[src/rtl/c3lib_mux2_arb_ctrl.sv]
// Two-requester arbiter for a shared 2:1 mux: moves sel only while no grant is
// active, then waits GAP_CYC dead cycles before granting the new owner.
module c3lib_mux2_arb_ctrl #(
    parameter int GAP_CYC  = 2,
    parameter int MAX_HOLD = 4
) (
    input  logic clk,
    input  logic rst_n,
    input  logic ctrl_en,
    input  logic req0,
    input  logic req1,
    output logic sel,
    output logic gnt0,
    output logic gnt1,
    output logic busy
);

    // state | meaning
    // IDLE  | no owner; sel parked at its last value
    // GAP   | sel just moved toward sel_q; counting dead cycles
    // OWN0  | requester 0 owns the mux (sel = 0)
    // OWN1  | requester 1 owns the mux (sel = 1)
    typedef enum logic [1:0] {IDLE, GAP, OWN0, OWN1} state_t;

    localparam logic [3:0] GAP_LAST  = 4'(GAP_CYC - 1);
    localparam logic [7:0] HOLD_LAST = 8'(MAX_HOLD - 1);

    state_t      state_q, state_d;
    logic        sel_q, sel_d;
    logic        last_q, last_d;
    logic [3:0]  gap_cnt_q, gap_cnt_d;
    logic [7:0]  hold_cnt_q, hold_cnt_d;
    logic        gnt0_q, gnt1_q, busy_q;

    logic        tgt;
    logic        req_tgt;
    logic        own1;
    logic        req_own;
    logic        req_oth;
    logic        preempt;

    always_comb begin
        state_d    = state_q;
        sel_d      = sel_q;
        last_d     = last_q;
        gap_cnt_d  = gap_cnt_q;
        hold_cnt_d = hold_cnt_q;
        tgt        = 1'b0;
        req_tgt    = 1'b0;
        own1       = 1'b0;
        req_own    = 1'b0;
        req_oth    = 1'b0;
        preempt    = 1'b0;

        case (state_q)
            IDLE: begin
                if (ctrl_en && (req0 || req1)) begin
                    tgt = (req0 && req1) ? ~last_q : req1;
                    if (tgt == sel_q) begin
                        state_d    = tgt ? OWN1 : OWN0;
                        last_d     = tgt;
                        hold_cnt_d = 8'd0;
                    end else begin
                        state_d   = GAP;
                        sel_d     = tgt;
                        gap_cnt_d = 4'd0;
                    end
                end
            end

            // During GAP the target is whatever sel was just moved to.
            GAP: begin
                req_tgt = sel_q ? req1 : req0;
                if (!req_tgt) begin
                    state_d = IDLE;
                end else if (gap_cnt_q == GAP_LAST) begin
                    state_d    = sel_q ? OWN1 : OWN0;
                    last_d     = sel_q;
                    hold_cnt_d = 8'd0;
                end else if (gap_cnt_q != 4'hF) begin
                    gap_cnt_d = gap_cnt_q + 4'd1;
                end
            end

            OWN0, OWN1: begin
                own1    = (state_q == OWN1);
                req_own = own1 ? req1 : req0;
                req_oth = own1 ? req0 : req1;
                preempt = (MAX_HOLD != 0) && (hold_cnt_q == HOLD_LAST) && req_oth;
                if (!req_own || preempt) begin
                    if (req_oth && ctrl_en) begin
                        state_d   = GAP;
                        sel_d     = ~own1;
                        gap_cnt_d = 4'd0;
                    end else begin
                        state_d = IDLE;
                    end
                end else if (hold_cnt_q != 8'hFF) begin
                    hold_cnt_d = hold_cnt_q + 8'd1;
                end
            end

            default: state_d = IDLE;
        endcase
    end

    // Outputs are decoded from the next state so they are true flop outputs.
    always_ff @(posedge clk or negedge rst_n) begin
        if (!rst_n) begin
            state_q    <= IDLE;
            sel_q      <= 1'b0;
            last_q     <= 1'b1;
            gap_cnt_q  <= 4'd0;
            hold_cnt_q <= 8'd0;
            gnt0_q     <= 1'b0;
            gnt1_q     <= 1'b0;
            busy_q     <= 1'b0;
        end else begin
            state_q    <= state_d;
            sel_q      <= sel_d;
            last_q     <= last_d;
            gap_cnt_q  <= gap_cnt_d;
            hold_cnt_q <= hold_cnt_d;
            gnt0_q     <= (state_d == OWN0);
            gnt1_q     <= (state_d == OWN1);
            busy_q     <= (state_d != IDLE);
        end
    end

    assign sel  = sel_q;
    assign gnt0 = gnt0_q;
    assign gnt1 = gnt1_q;
    assign busy = busy_q;

endmodule

[config.mk]
export PLATFORM = sky130hd
export DESIGN_NAME = c3lib_mux2_arb_ctrl
export DESIGN_NICKNAME = d
export VERILOG_FILES = /design/src/rtl/c3lib_mux2_arb_ctrl.sv
export SDC_FILE = /design/constraint.sdc
export NUM_CORES = 1
export LEC_CHECK = 0
export CORE_UTILIZATION = 40
export DETAILED_ROUTE_END_ITERATION = 8
export PLACE_DENSITY = 0.61
export REMOVE_ABC_BUFFERS = 1
export SLEW_MARGIN = 10
export SYNTH_ARGS = -nofsm -noshare
export SYNTH_HDL_FRONTEND = slang
export SYNTH_SLANG_ARGS = --single-unit
[constraint.sdc]
create_clock -name clk -period 4.1 [get_ports clk]
set_input_delay 0.41 -clock clk [delete_from_list [all_inputs] [get_ports clk]]
set_output_delay 0.41 -clock clk [all_outputs]
set_load 0.02 [all_outputs]
# [Yosys cells after proc, flatten, opt, wreduce, memory -nomap -nowiden]
# Index checks and enable logic that the tools add are counted.
[totals] ff_bits=19 latch_bits=0 ram_bits=0 mem_bits_ro=0 input_bits=5 wordCells=87 mem_count=0
[op_classes] n_addsub=2 multipliers=0 div=0 magnitude_cmp=0 n_eq_ne=21 shifts=0 mux=38 bitwise_logic=2 n_reduce_logical=16
[ops] op="8-bit two-way mux" count=6
[ops] op="4-bit two-way mux" count=7
[ops] op="8-bit one-hot mux with 3 select lines" count=1
[ops] op="2-bit inequality test, second input constant" count=11
[ops] op="1-bit two-way mux" count=15
[ops] op="4-bit one-hot mux with 3 select lines" count=1
[ops] op="2-bit two-way mux" count=5
[ops] op="5-bit AND reduction" count=2
[ops] op="8-bit by 1-bit adder with 8-bit output, second input constant" count=1
[ops] op="2-bit equality test, second input constant" count=4
[ops] op="8-bit by 2-bit equality test with 1-bit output, second input constant" count=1
[ops] op="8-bit inequality test, second input constant" count=1
[ops] op="7-bit AND reduction" count=1
[ops] op="2-bit one-hot mux with 3 select lines" count=1
[ops] op="6-bit AND reduction" count=1
[ops] op="2-bit nonzero test" count=3
[ops] op="4-bit by 1-bit adder with 4-bit output, second input constant" count=1
[ops] op="4-bit by 1-bit equality test with 1-bit output, second input constant" count=1
[ops] op="1-bit logical AND" count=4
[ops] op="4-bit inequality test, second input constant" count=1
[ops] op="1-bit one-hot mux with 2 select lines" count=2
[ops] op="2-bit by 1-bit equality test with 1-bit output, second input constant" count=1
[ops] op="2-bit logical NOT" count=1
[ops] op="1-bit logical OR" count=2
[ops] op="4 further kinds" count=5

# [Logic depth before layout (Yosys ltp)]
# Gate-level depths: netlist of the first run.
[logic_depth] word_depth=7 depth_mapped=10 mapped_depth_nobuf=9

# [Worst setup path before layout of the first run]
# OpenSTA, ideal clock, no wires.
[synth_path] path_kind="input to register" startpoint="in req0" endpoint="reg sel_q (netlist: sel)" arrival_ps=1856 required_time_ps=4006 setup_slack_ps=2151 cell_stages=10 n_path_buf=1 path_cell_list="buf_2 -> nand2_1 -> and2_1 -> inv_1 -> ha_1 -> o21ai_0 -> o21ai_0 -> a22oi_1 -> a21o_4 -> a221oi_2"
[synth_between] elab_chain_len=5 elab_cells_between_ends=19 cone_classes="5 x eq/ne; 6 x mux; 8 x reduce/logical"
[synth_lines] item="start, declared" line="10" text="input logic req0,"
[synth_lines] item="1-bit logical AND (tied with other cells)" line="58" text="tgt = (req0 && req1) ? ~last_q : req1;"
[synth_lines] item="1-bit two-way mux (tied with other cells)" line="58"
[synth_lines] item="1-bit equality test (tied with other cells)" line="59" text="if (tgt == sel_q) begin"
[synth_lines] item="2-bit inequality test (no line) or 1-bit two-way mux (tied branches)"
[synth_lines] item="5-bit AND reduction (no line) or 1-bit one-hot mux with 2 select lines (tied branches)"
[synth_lines] item="end signal, assigned" line="120" text="sel_q <= sel_d;"
[synth_lines] item="end, declared" line="29" text="logic sel_q, sel_d;"
# Parallel ways exist; a longest one is shown, timed or not. The select of a mux whose other input is x is not followed.
# A chain may end at the register's enable or synchronous reset.

# [Final worst setup path of the first run]
[layout_path] startpoint="in req1" endpoint="reg busy_q (netlist: busy)"
[layout_between] elab_chain_len=7 elab_cells_between_ends=20 cone_classes="1 x eq/ne; 11 x mux; 8 x reduce/logical"
[layout_lines] item="start, declared" line="11" text="input logic req1,"
[layout_lines] item="1-bit logical AND" line="58"
[layout_lines] item="1-bit two-way mux" line="58"
[layout_lines] item="1-bit equality test" line="59"
[layout_lines] item="2-bit two-way mux" line="59"
[layout_lines] item="2-bit two-way mux" line="57" text="if (ctrl_en && (req0 || req1)) begin"
[layout_lines] item="2-bit one-hot mux with 3 select lines *" line="55" text="case (state_q)"
[layout_lines] item="net state_d[1]" line="28" text="state_t state_q, state_d;"
[layout_lines] item="2-bit nonzero test *" line="126" text="busy_q <= (state_d != IDLE);"
[layout_lines] item="end signal, assigned" line="126"
[layout_lines] item="end, declared" line="33" text="logic gnt0_q, gnt1_q, busy_q;"
# The timed path passes the listed nets; every way through them passes the cells marked *.

==> metrics.yaml, run 1 <==
drtIter0Drc: 43
drive_gt1_share_pct: 13.0
drc: 0
synth_warnings: 0
powerDensity_mw_per_mm2: 545
finClkSkew_ns: 0.00619
insertion_delay_ns: 0.30
fin_crit_sh_pct: 59.3
clock-root-buffer: "clkbuf_4"
synthTopCellsByCount: "dfrtp_1, nand2_1, nor2_1, xor2_1"
yosysTopAreaCellShare_pct: 34.9
seq_area_frac_synth_pct: 36.9
dpl_cell_area_mm2: 0.00139
vias: 992
worstPathArrival_ns: 2.63
max_cap_violations: 0
die_x_um: 58.8
first_global_vias: 976
worst_slew_pin_slew_ns: 0.857
synth_area_mm2: 0.00129
yosysUniqueCellTypes: 47
cts_setup_buffers: 0
cts_resized: 0
finalSetupViolations: 0
layout.nets: 148
area_delta_synth_final_pct: 10.1
synth_flop_cell: "dfrtp_1"
ys_async_sr_fraction_pct: 100
cts_sinks: 19
dieArea_mm2: 0.00346
slew_viol_final: 0
hold_violations: 0
ant_nets: 0
synth_most_common_cell: "dfrtp_1"
holdBufCountCts: 0
clk_pin_slew_ns: 0.11
hpwlAfterDp_um: 1880
period_needed_ns: 2.43
path_max_fanout: 11
status: "finished, final reports clean"
core-area_mm2: 0.00305
wl_um: 2500
end_kind: "register"
grt_pass1_wl_um: 4320
yosys_register_bits: 19
grt_max_degree: 20
via_per_inst: 5.45
track_usage_pct: 16.6
rows: 20
synthTopCellsByArea: "dfrtp_1, xor2_1, nand2_1"
worst-setup-path-type: "in2reg"
peakVddDrop_mv: 0.196
numCtsBuffers: 3
io_buffers: 8
p_leak_nw: 0.610
overflow: 0
setup_tns_ns: 0
fmax_mhz: 412
worstSetupStartpointType: "primary input"
fin_util_pct: 46.6
tritoncts: "done"
worstPathRequired_ns: 4.30
synth_edf_count: 0
cts.path.max_buffers: 2
synth.avg_cell_area_um2: 9.78
wl_per_cell_um: 13.8
antenna_found_initial: 0
stdcell_area_mm2: 0.00142
relSlewSlack_pct: 42.7
drt-pass1-iter-count: 4
ioPinCount: 9
routabilityCongestion: 0.835
rsz0062_at_grt: "no"
h-tree-depth: 1
antenna_cells: 0
syn_inst: 132
initial_core_util_pct: 42.3
die_height_um: 58.8
synth_largest_area_cell: "dfrtp_1"
min_path_type: "reg2reg"
state kept, by name, indices dropped and copies added (netlist names):
| register | cells |
|---|---|
| gnt0 | 1 |
| hold_cnt_q | 8 |
| state_q | 2 |
| busy | 1 |
| sel | 1 |
| gnt1 | 1 |
| gap_cnt_q | 4 |
| last_q | 1 |
cells in the final DEF, fill, tap and decap left out, types with 2 or more instances in the layout:
master           netlist  routed
dfrtp_1               18      18
nand2_1               14      14
nor2_1                10      10
xor2_1                 8       8
clkdlybuf4s50_1        0       8
nand4_1                5       5
inv_1                  4       4
o21ai_0                4       4
a21oi_1                4       4
o2bb2ai_1              4       4
nand3_1                4       4
ha_1                   4       4
and2_1                 3       3
o31ai_1                3       3
a22o_1                 3       3
mux2i_1                3       3
clkbuf_4               0       3
a22oi_1                2       2
mux2_2                 2       2
nor2b_1                2       2
nor3_1                 2       2
nand4b_1               2       2
per-layer routing:
layer | up-vias | part of all wire [%] | track usage [%]
met3 | 2 | 2.6 | 4.62
li1 | 498 | - | -
met2 | 10 | 52 | 30.5
met4 | 0 | 0.32 | 3.06
met1 | 482 | 45 | 19.3
met5 | - | 0 | 0
power by group:
part | total (W) | switching (W) | internal, W
Sequential | 0.000324 | 0.0000819 | 0.000242
Clock | 0.0000969 | 0.0000606 | 0.0000364
Combinational | 0.000354 | 0.000184 | 0.000170
Total | 0.000774 | 0.000327 | 0.000448
critical path: stages:
cell	delay [ns]
clkdlybuf4s50_1	0.70
and2_1	0.24
inv_1	0.06
ha_1	0.29
nor2_1	0.04
a32oi_1	0.25
nor2_1	0.17
a21o_2	0.26
or2_1	0.20
metrics by stage:
step | setup WS [ns] | cells | hold slack [ns] | total power [W]
after floorplan | 2.28 | 126 | 0.114 | 0.000574
after global placement | 1.40 | 178 | 0.494 | 0.000676
after detailed placement | 1.34 | 178 | 0.502 | 0.000686
after CTS | 1.67 | 182 | 0.519 | 0.000786
after global routing | 1.53 | 182 | 0.534 | 0.000846
final | 1.67 | 182 | 0.517 | 0.000774
area by class of cell:
class                   instances  area (µm²)
clock buffers                   3        22.5
clock inverters                 1        5.00
fillers                       309        1630
inverters                       4        15.0
multi-input cells             103         767
flip-flops and latches         19         477
well taps                      44        55.1
repair buffers                  8        80.1
logic make-up after synthesis:
| family | after synthesis | share of synthesized area, % |
|---|---|---|
| AO/OA/AOI/OAI | 29 | 18.3 |
| XOR/XNOR | 9 | 6.10 |
| adder cells (fa/ha/maj) | 4 | 3.88 |
| buffers and inverters | 10 | 3.68 |
| flip-flops | 19 | 36.9 |
| multiplexers | 6 | 5.81 |
| AND/OR/NAND/NOR | 55 | 25.3 |
final timing paths:
path                              from             to  slack, ns  cells after the start
worst max-delay path              req1           busy       1.67                      9
worst min-delay path            last_q         last_q       0.52                      2
worst max register to register  last_q           gnt0       2.07                      9
worst min register to register  last_q         last_q       0.52                      2
max in group asynchronous        rst_n  hold_cnt_q[5]       2.99                      1
min in group asynchronous        rst_n   gap_cnt_q[3]       0.58                      1
(Power assumes the default switching activity.)
==> run 2: changes to the inputs <==
==> constraint.sdc (replaced) <==
create_clock -name clk -period 2.3 [get_ports clk]
set_input_delay 0.23 -clock clk [delete_from_list [all_inputs] [get_ports clk]]
set_output_delay 0.23 -clock clk [all_outputs]
set_load 0.02 [all_outputs]
==> metrics.yaml, run 2 (synthesis gave the netlist of run 1 again) <==
setup_tns_ns: 0
path_max_fanout: 3
drive_gt1_share_pct: 16.7
fillCellCount: 302
antenna_found_initial: 0
area_delta_synth_final_pct: 13.6
p_leak_nw: 0.640
grt_max_degree: 20
h-tree-depth: 1
period_needed_ns: 1.98
insertion_delay_ns: 0.29
wl_per_cell_um: 13.9
dp.cells: 184
hold_slack_ns: 0.261
worstPathRequired_ns: 2.51
powerDensity_mw_per_mm2: 968
first_global_vias: 992
layout_commonest_cell: "dfrtp_1"
grt_pass1_wl_um: 4520
min_path_type: "in2async"
ioPinCount: 9
m1WireLength_um: 1280
drc: 0
layout.nets: 154
overflow: 0
rsz0062_at_grt: "no"
dieArea_mm2: 0.00346
tritoncts: "done"
drt-pass1-iter-count: 4
fin_crit_sh_pct: 86.0
largest_register_ffs: 8
peakVddDrop_mv: 0.365
wl_met3_um: 32
drtIter0Drc: 41
hold_violations: 0
cts_setup_buffers: 0
worstSetupStartpointType: "register"
worst-setup-path-type: "reg2reg"
max_cap_violations: 0
wl_met2_um: 1270
fmax_mhz: 506
slew_viol_final: 0
instances_no_fill: 188
cts.path.max_buffers: 2
worstPathArrival_ns: 2.19
finalSetupViolations: 0
io_buffers: 8
wl_um: 2600
top_layer: "met4"
vias: 1036
ant_nets: 0
track_usage_pct: 17.4
stdcell_area_mm2: 0.00147
die_x_um: 58.8
end_kind: "register"
rows: 20
holdBufCountCts: 0
hpwlAfterDp_um: 1950
status: "finished, final reports clean"
clock-root-buffer: "clkbuf_4"
relSlewSlack_pct: 75.4
die_height_um: 58.8
cts_resized: 0
cts_sinks: 19
via_per_inst: 5.51
numCtsBuffers: 3
final_cell_mix: "dfrtp_1, nand2_1, nor2_1"
initial_core_util_pct: 42.3
r2r_cells: 9
clk_pin_slew_ns: 0.11
dpl_cell_area_mm2: 0.00144
finClkSkew_ns: 0.00285
reg_top3: "hold_cnt_q (8), gap_cnt_q (4), state_q (2)"
antenna_cells: 0
top_register: "hold_cnt_q"
worst_slew_pin_slew_ns: 0.369
core-area_mm2: 0.00305
routabilityCongestion: 0.852
[run 2: cell types whose count changed in the layout (fill, tap and decap cells not counted), sizes merged]
cell | previous run | this run
buf | 0 | 6
[run 2: path summary, 6_finish.rpt]
kind	startpoint	to	slack [ns]
worst max-delay path	last_q	sel	0.32
worst min-delay path	rst_n	gap_cnt_q[3]	0.26
worst max register to register	last_q	sel	0.32
worst min register to register	last_q	last_q	0.52
max in group asynchronous	rst_n	last_q	1.77
min in group clk	last_q	last_q	0.52
[run 2: through the flow]
step / utilization, % / power [W] / worst slack [ns]
after floorplan: - / 0.00102 / 0.480
after global placement: 47.1 / 0.00123 / 0.212
after detailed placement: 47.1 / 0.00126 / 0.113
after CTS: 48.0 / 0.00143 / 0.328
after global routing: 48.0 / 0.00155 / 0.157
final: 48.0 / 0.00142 / 0.322
[run 2: power by group]
part | total, W | internal (W) | switching [W]
sequential | 0.000551 | 0.000432 | 0.000119
clock | 0.000170 | 0.0000647 | 0.000105
combinational | 0.000699 | 0.000330 | 0.000369
[run 2: layer usage]
layer / global-route usage, % / vias to the layer above
met5: 0 / -
met4: 7.82 / 0
met3: 2.20 / 2
met2: 28.7 / 4
met1: 22.9 / 515
li1: - / 515
[run 2: area by class of cell]
cell class / count / area, µm² / area share, %
clock buffers: 3 / 22.5 / 1.54
clock inverters: 1 / 5.00 / 0.341
inverters: 4 / 15.0 / 1.02
multi-input cells: 103 / 767 / 52.3
flip-flops and latches: 19 / 477 / 32.5
well taps: 44 / 55.1 / 3.75
repair buffers: 14 / 125 / 8.53
[run 2: worst max-delay path, cell delays in order (launching register included)]
cell      delay (ns)
dfstp_2         0.54
nand2_1         0.04
and2_1          0.17
inv_1           0.06
ha_1            0.22
o21ai_0         0.07
o21ai_0         0.10
a22oi_1         0.34
o31ai_1         0.12
a221oi_2        0.22
